<file path="src/rtl/reload_counter_prog.sv">
// -----------------------------------------------------------------------------
// reload_counter_prog
//
// Programmable reload counter for game timing (pipe spacing, gravity ticks,
// score pacing). It counts between 0 and a run-time loadable limit in either
// direction. A clock-enable prescaler divides the step rate. On each terminal
// step it either reloads or stops (one-shot). The registered terminal-count
// pulse drives the step events of the downstream game FSMs.
//
// Parameters
//   DW          counter and limit width
//   MAX_DEFAULT period after reset (reset limit = MAX_DEFAULT-1, DW bits)
//   PW          prescaler width
//
// Ports
//   clk       in   1   clock, all state on rising edge
//   rst       in   1   synchronous reset, active-low
//   en        in   1   count enable; low freezes prescaler and counter
//   load      in   1   load limit and restart (priority over en)
//   load_val  in   DW  new limit; period = load_val+1 steps
//   dir       in   1   0 = down (limit..0), 1 = up (0..limit)
//   oneshot   in   1   1 = stop at terminal value, 0 = auto-reload
//   prescale  in   PW  step every prescale+1 enabled cycles
//   count     out  DW  current value, registered
//   tc        out  1   terminal-count pulse, registered, one cycle
//   done      out  1   one-shot finished, registered, sticky
// -----------------------------------------------------------------------------
module reload_counter_prog #(
  parameter int DW          = 8,
  parameter int MAX_DEFAULT = 4,
  parameter int PW          = 4
) (
  input  logic          clk,
  input  logic          rst,
  input  logic          en,
  input  logic          load,
  input  logic [DW-1:0] load_val,
  input  logic          dir,
  input  logic          oneshot,
  input  logic [PW-1:0] prescale,
  output logic [DW-1:0] count,
  output logic          tc,
  output logic          done
);

  localparam logic [DW-1:0] LIMIT_RST = DW'(MAX_DEFAULT - 1);

  typedef enum logic {
    ST_RUN  = 1'b0,
    ST_DONE = 1'b1
  } state_t;

  state_t        state_q, state_d;
  logic [DW-1:0] limit_q, limit_d;
  logic [DW-1:0] count_q, count_d;
  logic [PW-1:0] pc_q, pc_d;
  logic          tc_q, tc_d;
  logic          done_q, done_d;

  logic          step;
  logic [DW-1:0] term_val;
  logic          at_term;

  // A prescale value lowered below the current pc still steps on the next
  // enabled cycle because the compare is >= rather than ==.
  assign step     = en && (state_q == ST_RUN) && (pc_q >= prescale);
  assign term_val = dir ? limit_q : '0;
  assign at_term  = (count_q == term_val);

  always_comb begin
    // NOTE: every variable gets a default before any branch, so no path can
    // leave one unassigned and infer a latch.
    state_d = state_q;
    limit_d = limit_q;
    count_d = count_q;
    pc_d    = pc_q;
    tc_d    = 1'b0;
    done_d  = done_q;

    if (load) begin
      // Load restarts from the start of the chosen direction; no step occurs
      // in this cycle even when en is high.
      limit_d = load_val;
      count_d = dir ? '0 : load_val;
      pc_d    = '0;
      done_d  = 1'b0;
      state_d = ST_RUN;
    end else begin
      unique case (state_q)
        ST_RUN: begin
          if (step) begin
            pc_d = '0;
            if (!at_term) begin
              count_d = dir ? count_q + 1'b1 : count_q - 1'b1;
            end else if (!oneshot) begin
              count_d = dir ? '0 : limit_q;
              tc_d    = 1'b1;
            end else begin
              tc_d    = 1'b1;
              done_d  = 1'b1;
              state_d = ST_DONE;
            end
          end else if (en) begin
            pc_d = pc_q + 1'b1;
          end
        end
        ST_DONE: begin
          // Frozen until load or reset.
        end
        default: state_d = ST_RUN;
      endcase
    end
  end

  always_ff @(posedge clk) begin
    // NOTE: state registers use non-blocking assignments so every flop
    // samples pre-edge values regardless of statement order.
    if (!rst) begin
      state_q <= ST_RUN;
      limit_q <= LIMIT_RST;
      count_q <= '0;
      pc_q    <= '0;
      tc_q    <= 1'b0;
      done_q  <= 1'b0;
    end else begin
      state_q <= state_d;
      limit_q <= limit_d;
      count_q <= count_d;
      pc_q    <= pc_d;
      tc_q    <= tc_d;
      done_q  <= done_d;
    end
  end

  assign count = count_q;
  assign tc    = tc_q;
  assign done  = done_q;

endmodule

</file>
<file path="config.mk">
export PLATFORM = sky130hd
export DESIGN_NAME = reload_counter_prog
export DESIGN_NICKNAME = d
export VERILOG_FILES = /design/src/rtl/reload_counter_prog.sv
export SDC_FILE = /design/constraint.sdc
export NUM_CORES = 1
export LEC_CHECK = 0
export CORE_ASPECT_RATIO = 0.75
export CORE_UTILIZATION = 57
export DETAILED_ROUTE_END_ITERATION = 8
export HOLD_SLACK_MARGIN = 0.12
export PLACE_DENSITY = 0.84
export SLEW_MARGIN = 20
export SYNTH_ARGS = -nofsm -noshare
export SYNTH_HDL_FRONTEND = slang
export SYNTH_SLANG_ARGS = --single-unit
</file>
<file path="constraint.sdc">
create_clock -name clk -period 4.8 [get_ports clk]
set_input_delay 1.44 -clock clk [delete_from_list [all_inputs] [get_ports clk]]
set_output_delay 1.44 -clock clk [all_outputs]
set_load 0.1 [all_outputs]
</file>
==> summary.md, run 1 <==
| Metric | Value |
|---|---|
| Hpwl dp | 3320 microns |
| Most frequent CP cell | a211oi_1 |
| DR vias/cell | 6.46 |
| Ys async rst share | 0% |
| Mapped Area | 1710 sq um |
| Arrival @ worst endpoint | 4.54 ns |
| Startpoint types | input port |
| Final Wtd Congestion | 1.05 |
| Vias | 1661 |
| CP Cell Sequence | clkdlybuf4s50_1, clkinv_1, fa_1, a211oi_1, o21bai_1, a21oi_1, xor2_1, o311a_1, a211oi_1 |
| Req. time, crit path | 4.99 ns |
| First-pass GRT wire length | 7830 microns |
| Initial Util | 62.8% |
| Diodes inserted | 0 |
| Worst-skew pair later-pin latency | 0.28 ns |
| Seq. cell area | 460 sq um |
| Total setup buffers inserted after CTS | 0 |
| Drt drc | 0 |
| Area of the core | 2720 sq um |
| Clk buf depth | 2 |
| Vias in the first global route | 1615 |
| Post-synth EDFFs | 0 |
| Inserted Clock Buffers | 3 |
| Slew margin rel. | 34.5% |
| Skew final | 0.0106 ns |
| Share of layout cells above drive strength 1 | 9.95% |
| Top_reg_cell synth | dfxtp_1 |
| Worst Path Max Fanout | 16 |
| Post-route ant nets | 0 |
| Pre-antenna DRT Iters | 4 |
| RSZ-0062 raised after global routing | false |
| Crit end category | flip-flop |
| Initial antenna violation count | 0 |
| Maximum clock rate | 0.230 GHz |
| Final setup vio count | 0 |
| WP buf/inv | 2 |
| Fin nets | 252 |
| H-tree Lvls | 1 |
| Die Ht | 49.4 microns |
| Fin. max-slew vios | 0 |
| CTS tree | built |
| Io pins | 28 |
| Crit path kind | input port to flip-flop |
| Post-CTS resize count | 0 |
| Leakage | 0.788 nW |
| Final worst setup slack | 0.448 ns |
| Status | complete, no violations |
| Hold Worst Slack | 0.479 ns |
| CTS root buffer | clkbuf_8 |
| DR iter-0 viols | 156 |
| WL/cell | 18.0 microns |
| Port bufs | 27 |
| Peak supply drop | 228 uV |
| Critical path's top delay family | compound AO/OA/AOI/OAI gates |
| Area of the multi-input gates | 1160 sq um |
| Fin crit period | 4.35 ns |
| Power Total | 554 uW |
| CP max stage delay | 0.65 ns |
| Largest net degree at the start of global routing | 23 |
| Total negative slack | 0 ns |
| Final Cycle Share | 90.7% |
| # fillers | 207 |
| Slowest-stage cell, CP | fa_1 |
| Mapped Cells | 196 |
| Type of the worst min-delay path | flip-flop to flip-flop |
| Syn_nets | 226 |
| Worst-Margin Slew | 0.979 ns |
| Yosys reg bits | 23 |
| Cts hold-fix bufs | 0 |
| Commonest non-fill, non-tap cell in the layout | clkdlybuf4s50_1 |
| Endpoints failing hold | 0 |
| WL final | 4620 microns |
| Reg clk slew, reported paths | 0.09 ns |
| Synth cell types | 51 |
| Die Area | 3230 sq um |
| Synth Warn # | 0 |
| Pwr per Cell Area | 271 nW/um^2 |
| DP Worst Slack | 0.191 ns |
| Row count | 16 |
| Max-cap violations | 0 |
| Syn_area_per_cell | 8.73 sq um |
| Tot GR Track Use | 31.6% |
| Width of the chip | 65.3 microns |
| CTS sink cnt | 23 |
| Commonest non-fill, non-tap cells in the layout | 27 x clkdlybuf4s50_1, 23 x dfxtp_1, 19 x nor2_1, 16 x a211oi_1, 11 x ha_1 |
| Seq/Total Area, Yosys | 26.9% |
| Core Util, Final | 75.0% |
| Total gr overflow | 0 |
| Synth-to-Final Area Change | 19.5% |
cell usage after synthesis (all sizes together), types with 3 or more instances:
| library cell | count | share of area, % |
|---|---|---|
| a211oi | 17 | 7.8 |
| a21o | 4 | 2.2 |
| a21oi | 9 | 2.6 |
| a22oi | 3 | 2.2 |
| a311oi | 4 | 2.0 |
| and3 | 4 | 1.8 |
| buf | 4 | 2.0 |
| clkbuf | 6 | 1.3 |
| dfxtp | 23 | 27 |
| ha | 11 | 8.0 |
| inv | 8 | 1.8 |
| mux2i | 5 | 2.9 |
| nand2 | 10 | 2.2 |
| nand2b | 6 | 2.2 |
| nand3 | 8 | 3.1 |
| nand4 | 5 | 1.8 |
| nor2 | 20 | 4.5 |
| o21a | 3 | 1.3 |
| o21ai | 8 | 2.3 |
| xnor2 | 4 | 2.0 |
| xor2 | 6 | 3.1 |
stage by stage:
| stage | cells | instance area, sq um |
|---|---|---|
| after floorplan | 196 | 1710 |
| after global placement | 253 | 2000 |
| after detailed placement | 253 | 2000 |
| after CTS | 257 | 2040 |
| after global routing | 257 | 2040 |
| final | 257 | 2040 |
metal layers:
layer  track usage (%)  wire [microns]  vias to the layer above
met2              47.9            2020                       79
li1                  -               -                      790
met3              7.94             406                        7
met4              5.43              40                        0
met5                 0               0                        -
met1              45.3            2150                      785
registers in the layout, summed over array words and instances, names as in the netlist:
register	cells
pc_q	4
done	1
tc	1
count	8
state_q	1
limit_q	8
cell type report:
type	instances	share of cell area, %
Multi-Input combinational cell	154	56.7
Timing Repair Buffer	31	14.7
Sequential cell	23	22.5
Tap cell	36	2.20
Clock buffer	4	2.20
Inverter	9	1.65
worst paths after layout:
| path | start | endpoint | slack [ns] | depth (start not counted) |
|---|---|---|---|---|
| setup / recovery | dir | count[6] | 0.45 | 9 |
| hold / removal | done | done | 0.48 | 1 |
| setup reg to reg | count[6] | count[5] | 2.37 | 6 |
| hold reg to reg | done | done | 0.48 | 1 |
power by group:
group	total, mW	internal [mW]	switching [mW]
Sequential	0.218	0.201	0.0168
Clock	0.127	0.0595	0.0676
Combinational	0.209	0.0789	0.130
worst reg2reg max path, delay by kind of cell, from the launching register on:
kind | cells | cell delay, ns
AOI/OAI and AO/OA | 4 | 1.27
and+or+nand+nor | 2 | 0.59
DFF | 1 | 0.46
cells by family (layout without fill, tap and decap cells):
family	count (synthesis)	count (layout)	share of synthesized area, %
AOI/OAI and AO/OA	65	65	30.3
and+or+nand+nor	62	62	20.2
DFF	23	23	26.9
buffers and inverters	19	44	5.34
adders and majority gates	12	12	9.22
xor gates and xnor gates	10	10	5.12
muxes	5	5	2.93
Power figures use the tool's default switching activity.
==> run 2: changes to the inputs <==
Settings changed: SETUP_SLACK_MARGIN set to 0.15.
==> run 2 against run 1 <==
Sequential power about the same. Critical path depth unchanged. Routed wire length decreased by 0.26%. Design area increased by 0.18%. Core utilization increased by 0.14 points. Power decreased by 0.14%. Sequential cell count unchanged. Combinational power about the same. Count of clock-buffer cells in the layout unchanged. Final cell count unchanged. First-iteration DRC count decreased by 20%.
==> summary.md, run 2 (synthesized netlist as in run 1, its figures left out) <==
| Metric | Value |
|---|---|
| Status | complete, no violations |
| Leakage | 0.786 nW (-0.18%) |
| Met1 Track Usage GR | 45.3% (unchanged) |
| Hold EP | done |
| RR Endpoint | count[5] |
| WL/cell | 17.9 microns (-0.26%) |
| Drt drc | 0 (unchanged) |
| Hpwl dp | 3320 microns (unchanged) |
| Seq. cell area | 460 sq um (unchanged) |
| Worst-skew pair later-pin latency | 0.27 ns (about the same) |
| Arrival @ worst endpoint | 4.43 ns (-0.11 ns) |
| Port bufs | 27 (unchanged) |
| H-tree Lvls | 1 (unchanged) |
| DR vias/cell | 6.42 (-0.66%) |
| Diodes inserted | 0 (unchanged) |
| Worst r2r path cells | 6 (unchanged) |
| Clk buf depth | 2 (unchanged) |
| DR iter-0 viols | 125 (-20%) |
| Type of the worst min-delay path | flip-flop to flip-flop |
| GRT busiest layer | met2 |
| # fillers | 208 (+0.48%) |
| Slowest-stage cell, CP | clkdlybuf4s50_1 |
| Pre-antenna DRT Iters | 4 (unchanged) |
| Commonest non-fill, non-tap cells in the layout | 27 x clkdlybuf4s50_1, 23 x dfxtp_1, 19 x nor2_1, 16 x a211oi_1, 11 x ha_1 |
| Crit path from | dir |
| Worst Hold Depth | 1 (unchanged) |
| WL final | 4610 microns (-0.26%) |
| Internal reg-to-reg setup slack | 2.31 ns (-0.06 ns) |
| RSZ-0062 raised after global routing | false |
| CTS root buffer | clkbuf_8 |
| Non-filler cells, final | 257 (unchanged) |
| CTS tree | built |
| Final Wtd Congestion | 1.05 (unchanged) |
| GR Util met3 | 7.94% (unchanged) |
| Tot GR Track Use | 31.6% (unchanged) |
| Commonest non-fill, non-tap cell in the layout | clkdlybuf4s50_1 |
| Slew margin rel. | 34.4% (-0.13 points) |
| Reg-to-reg startpoint | count[6] |
| Area of the multi-input gates | 1160 sq um (unchanged) |
| Most frequent CP cell | a211oi_1 |
| Io pins | 28 (unchanged) |
| Cts hold-fix bufs | 0 (unchanged) |
| Width of the chip | 65.3 microns (unchanged) |
| Placed cell count | 253 (unchanged) |
| Critical path's top delay family | compound AO/OA/AOI/OAI gates |
| Skew final | 0.0107 ns (+0.0000643 ns) |
| Synth-to-Final Area Change | 19.7% |
| CP max stage delay | 0.68 ns (+0.03 ns) |
| Fin nets | 252 (unchanged) |
| Largest net degree at the start of global routing | 23 (unchanged) |
| Reg clk slew, reported paths | 0.09 ns (about the same) |
| Crit end category | flip-flop |
| Peak supply drop | 227 uV (-0.46%) |
| Worst-Margin Slew | 0.981 ns (+0.00201 ns) |
| Fin. max-slew vios | 0 (unchanged) |
| Startpoint types | input port |
| Fin crit period | 4.23 ns (-0.118 ns) |
| Maximum clock rate | 0.236 GHz (+2.8%) |
| Vias | 1650 (-0.66%) |
| Crit path kind | input port to flip-flop |
| Req. time, crit path | 4.99 ns (about the same) |
| Hold_sp | done |
| Post-CTS resize count | 0 (unchanged) |
| Post-route ant nets | 0 (unchanged) |
| WP buf/inv | 2 (unchanged) |
| Routing usage on met2 | 47.9% (unchanged) |
| Final Cycle Share | 88.2% (-2.5 points) |
| Area of the core | 2720 sq um (unchanged) |
| CP Cell Sequence | clkdlybuf4s50_1, clkinvlp_4, fa_1, a211oi_1, o21bai_1, a21oi_1, xor2_1, o311a_1, a211oi_1 |
| CTS sink cnt | 23 (unchanged) |
| Inserted Clock Buffers | 3 (unchanged) |
| Die Area | 3230 sq um (unchanged) |
| Total gr overflow | 0 (unchanged) |
| Worst Path Max Fanout | 16 (unchanged) |
| Final setup vio count | 0 (unchanged) |
| First-pass GRT wire length | 7830 microns (unchanged) |
| Row count | 16 (unchanged) |
| Max-cap violations | 0 (unchanged) |
| Total setup buffers inserted after CTS | 0 (unchanged) |
| Initial antenna violation count | 0 (unchanged) |
| Share of layout cells above drive strength 1 | 10.4% (+0.45 points) |
| Pwr per Cell Area | 270 nW/um^2 (-0.33%) |
| Total negative slack | 0 ns (unchanged) |
| Initial Util | 62.8% (unchanged) |
| Endpoints failing hold | 0 (unchanged) |
| Die Ht | 49.4 microns (unchanged) |
| Vias in the first global route | 1615 (unchanged) |
run 2: where the power goes:
part           switching [mW]  internal [mW]
clock                  0.0666         0.0594
combinational           0.130         0.0790
sequential             0.0171          0.201
total                   0.213          0.340
run 2: final cells by class:
class	instances	area share, %
repair buffers	31	14.7
clock buffers	4	2.20
inverters	9	1.83
multi-input cells	154	56.6
well taps	36	2.20
flip-flops and latches	23	22.5
run 2: metrics by stage:
step | area, sq um | utilization [%] | setup WS, ns | power (mW) | hold slack [ns]
after floorplan | 1710 | - | 1.08 | 0.372 | 0.456
after global placement | 2000 | 73.4 | 0.442 | 0.419 | 0.447
after detailed placement | 2000 | 73.4 | 0.191 | 0.426 | 0.460
after CTS | 2040 | 75.0 | 0.490 | 0.553 | 0.481
after global routing | 2050 | 75.2 | 0.275 | 0.580 | 0.528
final | 2050 | 75.2 | 0.566 | 0.553 | 0.479
run 2: layer usage:
metal	share of wire (%)	vias up	wire length (microns)
met1	49	784	2240
met2	42	67	1950
met5	0	-	0
met4	1.0	0	46
li1	-	790	-
met3	7.9	9	365
run 2: how the worst max path moves through the flow:
stage,to,slack (ns),cells after the start
after floorplan,count[6],1.08,10
after detailed placement,count[6],0.19,9
after CTS,count[6],0.49,9
after global routing,count[7],0.28,9
after global placement,count[6],0.44,9
final,count[6],0.57,9
==> run 3: changes to the inputs <==
Settings changed: CAP_MARGIN set to 20.
==> results of run 3 <==
Same layout as run 2: the final DEF is identical, and so are final timing and power.
